**config.mk**
```make
export PLATFORM = sky130hd
export DESIGN_NAME = serial_to_parallel_deserializer
export DESIGN_NICKNAME = d
export VERILOG_FILES = /design/src/rtl/s2p_pkg.sv /design/src/rtl/s2p_shift_reg.sv /design/src/rtl/serial_to_parallel_deserializer.sv
export SDC_FILE = /design/constraint.sdc
export NUM_CORES = 1
export LEC_CHECK = 0
export CORE_UTILIZATION = 44
export CTS_CLUSTER_SIZE = 20
export DETAILED_ROUTE_END_ITERATION = 16
export GPL_TIMING_DRIVEN = 0
export MAX_ROUTING_LAYER = met4
export PLACE_DENSITY = 0.76
export RECOVER_POWER = 50
export SETUP_SLACK_MARGIN = 0.02
export SYNTH_ARGS = -nofsm -noshare
export SYNTH_HDL_FRONTEND = slang
export SYNTH_HIERARCHICAL = 1
export SYNTH_SLANG_ARGS = --single-unit
```
**constraint.sdc**
```tcl
create_clock -name clk -period 1.4 [get_ports clk]
set_clock_uncertainty 0.15 [all_clocks]
set_input_delay 0.28 -clock clk [delete_from_list [all_inputs] [get_ports clk]]
set_output_delay 0.28 -clock clk [all_outputs]
set_load 0.1 [all_outputs]
```
**src/rtl/s2p_pkg.sv**
```systemverilog
// s2p_pkg: shared constants and types for the serial-to-parallel deserializer.
//   DefaultWidth  - default number of data bits per word
//   ParityBits    - extra frame bits appended after the data (1 with S2P_PARITY_EN)
//   bit_cnt_t     - bit-counter type, wide enough for the largest legal frame (17 bits)
//   frame_len()   - frame length in bits for a given data width
// Configuration macro: S2P_PARITY_EN (adds one even-parity bit per frame).
package s2p_pkg;

    localparam int unsigned DefaultWidth = 4;

`ifdef S2P_PARITY_EN
    localparam int unsigned ParityBits = 1;
`else
    localparam int unsigned ParityBits = 0;
`endif

    // Counts 0..16 at most (WIDTH=16 plus parity), so 5 bits always suffice.
    localparam int unsigned CntWidth = 5;
    typedef logic [CntWidth-1:0] bit_cnt_t;

    function automatic int unsigned frame_len(input int unsigned width);
        return width + ParityBits;
    endfunction

endpackage

```
**src/rtl/s2p_shift_reg.sv**
```systemverilog
// s2p_shift_reg: right-shifting register, new bits enter at the MSB.
// Ports:
//   clk     - clock, state updates on posedge
//   reset   - synchronous active-high reset (clears the register)
//   en_i    - shift bit_i in this cycle
//   clr_i   - zero the register this cycle (wins over en_i)
//   bit_i   - bit shifted in at the MSB
//   q_o     - register contents; the first bit shifted lands at bit 0 after WIDTH shifts
module s2p_shift_reg #(
    parameter int unsigned WIDTH = 4
) (
    input  logic             clk,
    input  logic             reset,
    input  logic             en_i,
    input  logic             clr_i,
    input  logic             bit_i,
    output logic [WIDTH-1:0] q_o
);

    logic [WIDTH-1:0] shift_q;
    logic [WIDTH-1:0] shift_d;

    always_comb begin
        shift_d = shift_q;
        if (clr_i) begin
            shift_d = '0;
        end else if (en_i) begin
            shift_d = {bit_i, shift_q[WIDTH-1:1]};
        end
    end

    always_ff @(posedge clk) begin
        if (reset) begin
            shift_q <= '0;
        end else begin
            shift_q <= shift_d;
        end
    end

    assign q_o = shift_q;

endmodule

```
**src/rtl/serial_to_parallel_deserializer.sv**
```systemverilog
// serial_to_parallel_deserializer: assembles LSB-first serial bits into WIDTH-bit words and
// presents them through a valid/ready output register.
// Ports:
//   clk          - clock, all state updates on posedge
//   reset        - synchronous active-high reset
//   serial_i     - serial data bit, LSB first
//   bit_valid_i  - serial_i carries a valid bit this cycle
//   abort_i      - discard any partial word (wins over bit_valid_i)
//   ready_i      - consumer accepts parallel_o this cycle
//   parallel_o   - assembled word, bit 0 = first bit received
//   valid_o      - parallel_o holds an unconsumed word
//   empty_o      - no partial word in progress (bit count = 0)
//   overrun_o    - sticky: a completed word was dropped because the output was full
//   parity_err_o - parity result for the word in parallel_o
// Configuration macro: S2P_PARITY_EN appends one even-parity bit to every frame; without it
// parity_err_o is tied low.
module serial_to_parallel_deserializer
    import s2p_pkg::*;
#(
    parameter int unsigned WIDTH = DefaultWidth
) (
    input  logic             clk,
    input  logic             reset,
    input  logic             serial_i,
    input  logic             bit_valid_i,
    input  logic             abort_i,
    input  logic             ready_i,
    output logic [WIDTH-1:0] parallel_o,
    output logic             valid_o,
    output logic             empty_o,
    output logic             overrun_o,
    output logic             parity_err_o
);

    localparam int unsigned FRAME   = frame_len(WIDTH);
    localparam bit_cnt_t    LastCnt = bit_cnt_t'(FRAME - 1);

    bit_cnt_t         cnt_q, cnt_d;
    logic [WIDTH-1:0] par_q, par_d;
    logic             valid_q, valid_d;
    logic             overrun_q, overrun_d;
    logic             perr_q, perr_d;

    logic             accept;
    logic             complete;
    logic             data_bit;
    logic [WIDTH-1:0] sr_q;
    logic [WIDTH-1:0] word;
    logic             word_perr;

    assign accept   = bit_valid_i & ~abort_i;
    assign complete = accept & (cnt_q == LastCnt);

`ifdef S2P_PARITY_EN
    // The trailing parity bit is not stored; it is checked directly as it arrives.
    assign data_bit  = cnt_q < bit_cnt_t'(WIDTH);
    assign word      = sr_q;
    assign word_perr = (^sr_q) ^ serial_i;
`else
    // The final data bit bypasses the register so the word loads in its arrival cycle.
    logic unused_sr_lsb;
    assign unused_sr_lsb = sr_q[0];
    assign data_bit      = 1'b1;
    assign word          = {serial_i, sr_q[WIDTH-1:1]};
    assign word_perr     = 1'b0;
`endif

    s2p_shift_reg #(
        .WIDTH (WIDTH)
    ) u_shift_reg (
        .clk   (clk),
        .reset (reset),
        .en_i  (accept & data_bit),
        .clr_i (abort_i | complete),
        .bit_i (serial_i),
        .q_o   (sr_q)
    );

    always_comb begin
        cnt_d = cnt_q;
        if (abort_i) begin
            cnt_d = '0;
        end else if (accept) begin
            cnt_d = complete ? '0 : cnt_q + bit_cnt_t'(1);
        end
    end

    always_comb begin
        par_d     = par_q;
        valid_d   = valid_q;
        overrun_d = overrun_q;
        perr_d    = perr_q;
        if (valid_q && ready_i) begin
            valid_d = 1'b0;
        end
        if (complete) begin
            // Output slot is free if empty or being consumed this very cycle.
            if (!valid_q || ready_i) begin
                par_d   = word;
                perr_d  = word_perr;
                valid_d = 1'b1;
            end else begin
                overrun_d = 1'b1;
            end
        end
    end

    always_ff @(posedge clk) begin
        if (reset) begin
            cnt_q     <= '0;
            par_q     <= '0;
            valid_q   <= 1'b0;
            overrun_q <= 1'b0;
            perr_q    <= 1'b0;
        end else begin
            cnt_q     <= cnt_d;
            par_q     <= par_d;
            valid_q   <= valid_d;
            overrun_q <= overrun_d;
            perr_q    <= perr_d;
        end
    end

    assign parallel_o   = par_q;
    assign valid_o      = valid_q;
    assign empty_o      = (cnt_q == '0);
    assign overrun_o    = overrun_q;
    assign parity_err_o = perr_q;

endmodule

```
==> results of run 1 <==
==> per-layer routing <==
metal / up-vias / global-route usage, % / wire [um]
li1: 280 / - / -
met2: 11 / 25.4 / 570
met5: - / - / 0
met1: 247 / 18.9 / 578
met3: 0 / 8.15 / 63
met4: 0 / 5.00 / 0
==> worst max-delay path: stages, from the launching register on <==
cell and delay [ps]:
dfxtp_4 360, nor3_4 180, and2_4 170, buf_12 160
==> flip-flops by register name, indices dropped and copies added, names as in the netlist <==
register,cells
cnt_q,5
overrun_o,1
parallel_o,4
u_shift_reg/q_o,3
valid_o,1
==> placed cells by master, fill, tap and decap left out, types with 2 or more instances in the layout <==
cell type        instances
buf_4                    6
buf_6                    5
clkbuf_4                 3
clkdlybuf4s50_1          2
dfxtp_1                  8
dfxtp_2                  4
dfxtp_4                  2
dlygate4sd2_1            2
ha_2                     2
inv_1                    2
mux2i_1                  9
nand2b_1                12
nand3_1                  2
nand3b_1                 2
nor2_1                   2
nor3_1                   3
nor3_2                   2
o21ai_0                  2
==> power groups by stage <==
stage                     Combinational [mW]  Sequential, mW  Clock [mW]
after floorplan                       0.0588           0.410           0
after global placement                0.0858           0.410           0
after detailed placement              0.0855           0.411           0
after CTS                             0.0925           0.401       0.294
after global routing                  0.0999           0.399       0.310
final                                 0.0943           0.399       0.282
==> what timing repair did <==
action                                  CTS  global route
hold buffers                              0             0
setup buffers                            14             2
gates resized for setup                  53            15
cloned                                    0             0
pin swaps                                 4             2
hold endpoints to repair                  0             0
endpoints found under the setup margin   18            13
==> final cells by class <==
type / instances / share of cell area (%)
clock buffers: 4 / 3.90
flip-flops and latches: 14 / 31.5
plain buffers: 4 / 3.09
inverters: 2 / 0.806
multi-input cells: 51 / 42.3
well taps: 15 / 2.02
repair buffers: 15 / 16.4
==> metrics by stage <==
stage / setup slack (ps) / setup TNS [ps] / hold slack (ps)
6_report: -188 / -230 / 200
5_1_grt: -240 / -488 / 202
4_1_cts: -213 / -242 / 329
3_5_place_dp: -927 / -7980 / 305
3_3_place_gp: -924 / -7970 / 295
2_1_floorplan: 25.7 / 0 / 207
==> final timing paths <==
check	end	slack, ps	depth (start not counted)
min reg2reg	parallel_o[0]$_SDFFE_PP0P_	330	2
max reg2reg	cnt_q[4]$_SDFFE_PP0P_	-40	5
min	u_shift_reg/q_o[2]$_SDFFE_PP0P_	200	2
max	empty_o	-190	3
==> summary.md, run 1 <==
| Metric | Value |
|---|---|
| Die ar. | 1690 sq um |
| Total gr overflow | 0 |
| Core footprint | 1370 sq um |
| Max cap viols | 0 |
| Required @ worst endpoint | 970 ps |
| Final hold vios | 0 |
| Final Core Density | 68.1% |
| P_int | 596 uW |
| Clock root buffer | clkbuf_4 |
| All-Layer GR Usage | 16.6% |
| Synthesized area per cell | 9.46 sq um |
| Drt first-iter violations | 4 |
| Worst-path clk slew | 80 ps |
| Startpoint Class | register |
| Tightest Hold Check Type | input port to register |
| Synth warn | 6 |
| WL/cell | 11.6 um |
| DR pass1 iterations | 3 |
| Residual DRC | 0 |
| Clock Latency Late Sink | 280 ps |
| Nets | 99 |
| Largest net degree at the start of global routing | 11 |
| Max Root-Sink Buffers | 2 |
| Total CTS buffers | 3 |
| Rows | 13 |
| # setup viols final | 2 |
| Clk network pwr share | 36.4% |
| Net Sw Frac | 23.1% |
| Power, Total | 775 uW |
| Area Overhead vs Synth | 38.5% |
| RSZ-0062 raised after global routing | yes |
| Failing checks | setup timing |
| Arrival @ worst endpoint | 1160 ps |
| Fin worst setup slack | -188 ps |
| Vias per std cell | 5.12 |
| Critical path fanouts, max | 3 |
| Design Area, Final | 931 sq um |
| Post-route ant nets | 0 |
| Max-slew violation count | 0 |
| Placed Cells | 98 |
| P_leak | 0.368 nW |
| Crit. End Element | primary output |
| Die Y | 41.1 um |
| Syn_nets | 79 |
| Synth Instances | 71 |
| First-pass GRT wire length | 1.73 mm |
| Post-DP HPWL | 838 um |
| Critical path class | register to primary output |
| Initial core utilization | 49.2% |
| Min Clock Period, post-route | 1590 ps |
| Setup crit start | cnt_q[2]$_SDFFE_PP0P_ |
| Combinational share of power | 12.2% |
| Hold Crit Start | reset |
| Multi-input gate area | 394 sq um |
| Non-Filler Instances | 105 |
| Vias in the first global route | 426 |
| Reg power frac | 51.4% |
| Post-Synthesis Cell Area | 672 sq um |
| CTS tree | done |
| Placed Area | 817 sq um |
| H-tree levels | 1 |
| Die span in x | 41.1 um |
| N_diodes | 0 |
| Port Buf Inserts | 12 |
| Number of top-level pins | 14 |
| FMAX | 630 MHz |
| FF-to-FF Start | cnt_q[0]$_SDFFE_PP0P_ |
| RePlAce Congestion | 0.799 |
| Peak supply drop | 0.664 mV |
| CTS sink count | 14 |
| Register Area | 293 sq um |
| Via count | 538 |
| Final Cycle Share | 113% |
| Net Sw Power | 179 uW |
| Pwr dens | 832 nW/um^2 |
| Share of layout cells above drive strength 1 | 38.9% |
| Result of the run | complete, but fails checks |
| Final wirelength | 1.21 mm |
| # fillers | 109 |
| Antenna violations before repair | 0 |
Note: power is estimated with default switching activity, not from simulation.
==> run 2: changes to the inputs <==
Settings changed: CORE_MARGIN set to 4, CTS_CLUSTER_DIAMETER set to 120, PLACE_DENSITY 0.76 to not set, PLACE_DENSITY_LB_ADDON set to 0.12.
==> run 2 against run 1 <==
Net effect:
- sequential power about the same
- first-iteration DRC count rose to 3.0 times the previous value
- largest cell class unchanged
- wire length rose by 1.7%
- the flow still finishes with violations (setup timing)
- critical endpoint unchanged
==> summary.md, run 2 (synthesized netlist as in run 1, its figures left out) <==
| Metric | Value |
|---|---|
| Drt first-iter violations | 12 |
| Final Cycle Share | 115% |
| Port Buf Inserts | 12 |
| CTS tree | done |
| Die ar. | 2220 sq um |
| DR pass1 iterations | 4 |
| P_int | 553 uW |
| Worst-path clk slew | 90 ps |
| Multi-input gate area | 384 sq um |
| Most common cell after layout, fill and taps aside | nand2b_1 |
| Residual DRC | 0 |
| Nets | 101 |
| Max-slew violation count | 0 |
| Largest net degree at the start of global routing | 11 |
| Setup TNS | -210 ps |
| RePlAce Congestion | 0.779 |
| CTS sink count | 14 |
| Die Y | 47.1 um |
| Reg power frac | 54.1% |
| Register Area | 293 sq um |
| Die span in x | 47.1 um |
| Critical path fanouts, max | 3 |
| Min Clock Period, post-route | 1610 ps |
| Largest register by flop count | cnt_q |
| Critical path class | register to primary output |
| Power, Total | 737 uW |
| Clock Latency Late Sink | 280 ps |
| Post-DP HPWL | 900 um |
| Clk network pwr share | 32.4% |
| Required @ worst endpoint | 970 ps |
| N_diodes | 0 |
| Pwr dens | 797 nW/um^2 |
| Rows | 13 |
| Area Overhead vs Synth | 37.6% |
| WL/cell | 11.5 um |
| Final Core Density | 67.7% |
| FMAX | 622 MHz |
| Crit. End Element | primary output |
| P_leak | 0.369 nW |
| # fillers | 110 |
| Dpl ws | -934 ps |
| Total CTS buffers | 3 |
| Tightest Hold Check Type | input port to register |
| Final hold vios | 0 |
| H-tree levels | 1 |
| Max cap viols | 0 |
| Max reg flops | 5 |
| # setup viols final | 2 |
| Core footprint | 1370 sq um |
| Combinational share of power | 13.5% |
| Max Root-Sink Buffers | 2 |
| Initial core utilization | 49.2% |
| Peak supply drop | 0.885 mV |
| Arrival @ worst endpoint | 1180 ps |
| Result of the run | complete, but fails checks |
| Clock root buffer | clkbuf_4 |
| All-Layer GR Usage | 13.4% |
| Placed Area | 817 sq um |
| Design Area, Final | 925 sq um |
| Antenna violations before repair | 0 |
| Vias per std cell | 5.13 |
| Startpoint Class | register |
| Total gr overflow | 0 |
| Net Sw Frac | 25.0% |
| Hold Buf Count CTS | 0 |
| First-pass GRT wire length | 1.99 mm |
| RSZ-0062 raised after global routing | yes |
| Final wirelength | 1.23 mm |
| Via count | 549 |
| Net Sw Power | 184 uW |
| Fin worst setup slack | -207 ps |
| Most frequent cells in the layout | 12 x nand2b_1, 9 x mux2i_1, 9 x buf_4, 8 x dfxtp_1, 5 x nor3_1 |
| Failing checks | setup timing |
| Post-route ant nets | 0 |
| Number of top-level pins | 14 |
| Vias in the first global route | 473 |
| Share of layout cells above drive strength 1 | 34.8% |
==> run 2: final cells by class <==
class                           instances  area share, %
Buffer                                  4           3.38
Tap cell                               15           2.03
Sequential cell                        14           31.7
Clock buffer                            4           2.84
Multi-Input combinational cell         51           41.5
Inverter                                2          0.812
Timing Repair Buffer                   17           17.7
==> run 2: what timing repair did <==
action / 4_1_cts / 5_1_grt
setup buffers: 4 / 3
pin swaps: 4 / 4
gates resized for setup: 56 / 10
cloned: 0 / 0
endpoints found under the setup margin: 17 / 12
==> run 2: power groups by stage <==
| stage | logic, mW | registers (mW) | clock network, mW |
|---|---|---|---|
| after CTS | 0.0964 | 0.401 | 0.244 |
| after detailed placement | 0.0867 | 0.411 | 0 |
| final | 0.0993 | 0.399 | 0.239 |
| after global routing | 0.107 | 0.399 | 0.262 |
| after floorplan | 0.0588 | 0.410 | 0 |
| after global placement | 0.0864 | 0.411 | 0 |
==> run 2: critical path, cell delays in order (launching register included) <==
cell and delay, ps:
dfxtp_4 360, nor3_4 200, and2_4 180, buf_12 160
==> run 2: worst paths after layout <==
check                    startpoint                         endpoint  slack (ps)  cells after the start
min                           reset  u_shift_reg/q_o[3]$_SDFFE_PP0P_         150                      2
min reg2reg  overrun_o$_SDFFE_PP0P_           overrun_o$_SDFFE_PP0P_         320                      2
max           cnt_q[3]$_SDFFE_PP0P_                          empty_o        -210                      3
max reg2reg   cnt_q[0]$_SDFFE_PP0P_            cnt_q[4]$_SDFFE_PP0P_           0                      5
==> run 2: per-layer routing <==
metal	up-vias	global-route usage, %	wire length [um]
met5	-	-	0
met2	10	20.1	563
met1	254	16.6	578
met4	0	3.31	12
li1	283	-	-
met3	2	5.75	81
==> run 2: through the flow <==
stage                     std cells  hold WS [ps]
after floorplan                  71           207
after global placement           98           297
after detailed placement         98           301
after CTS                       105           324
after global routing            107           190
final                           107           146
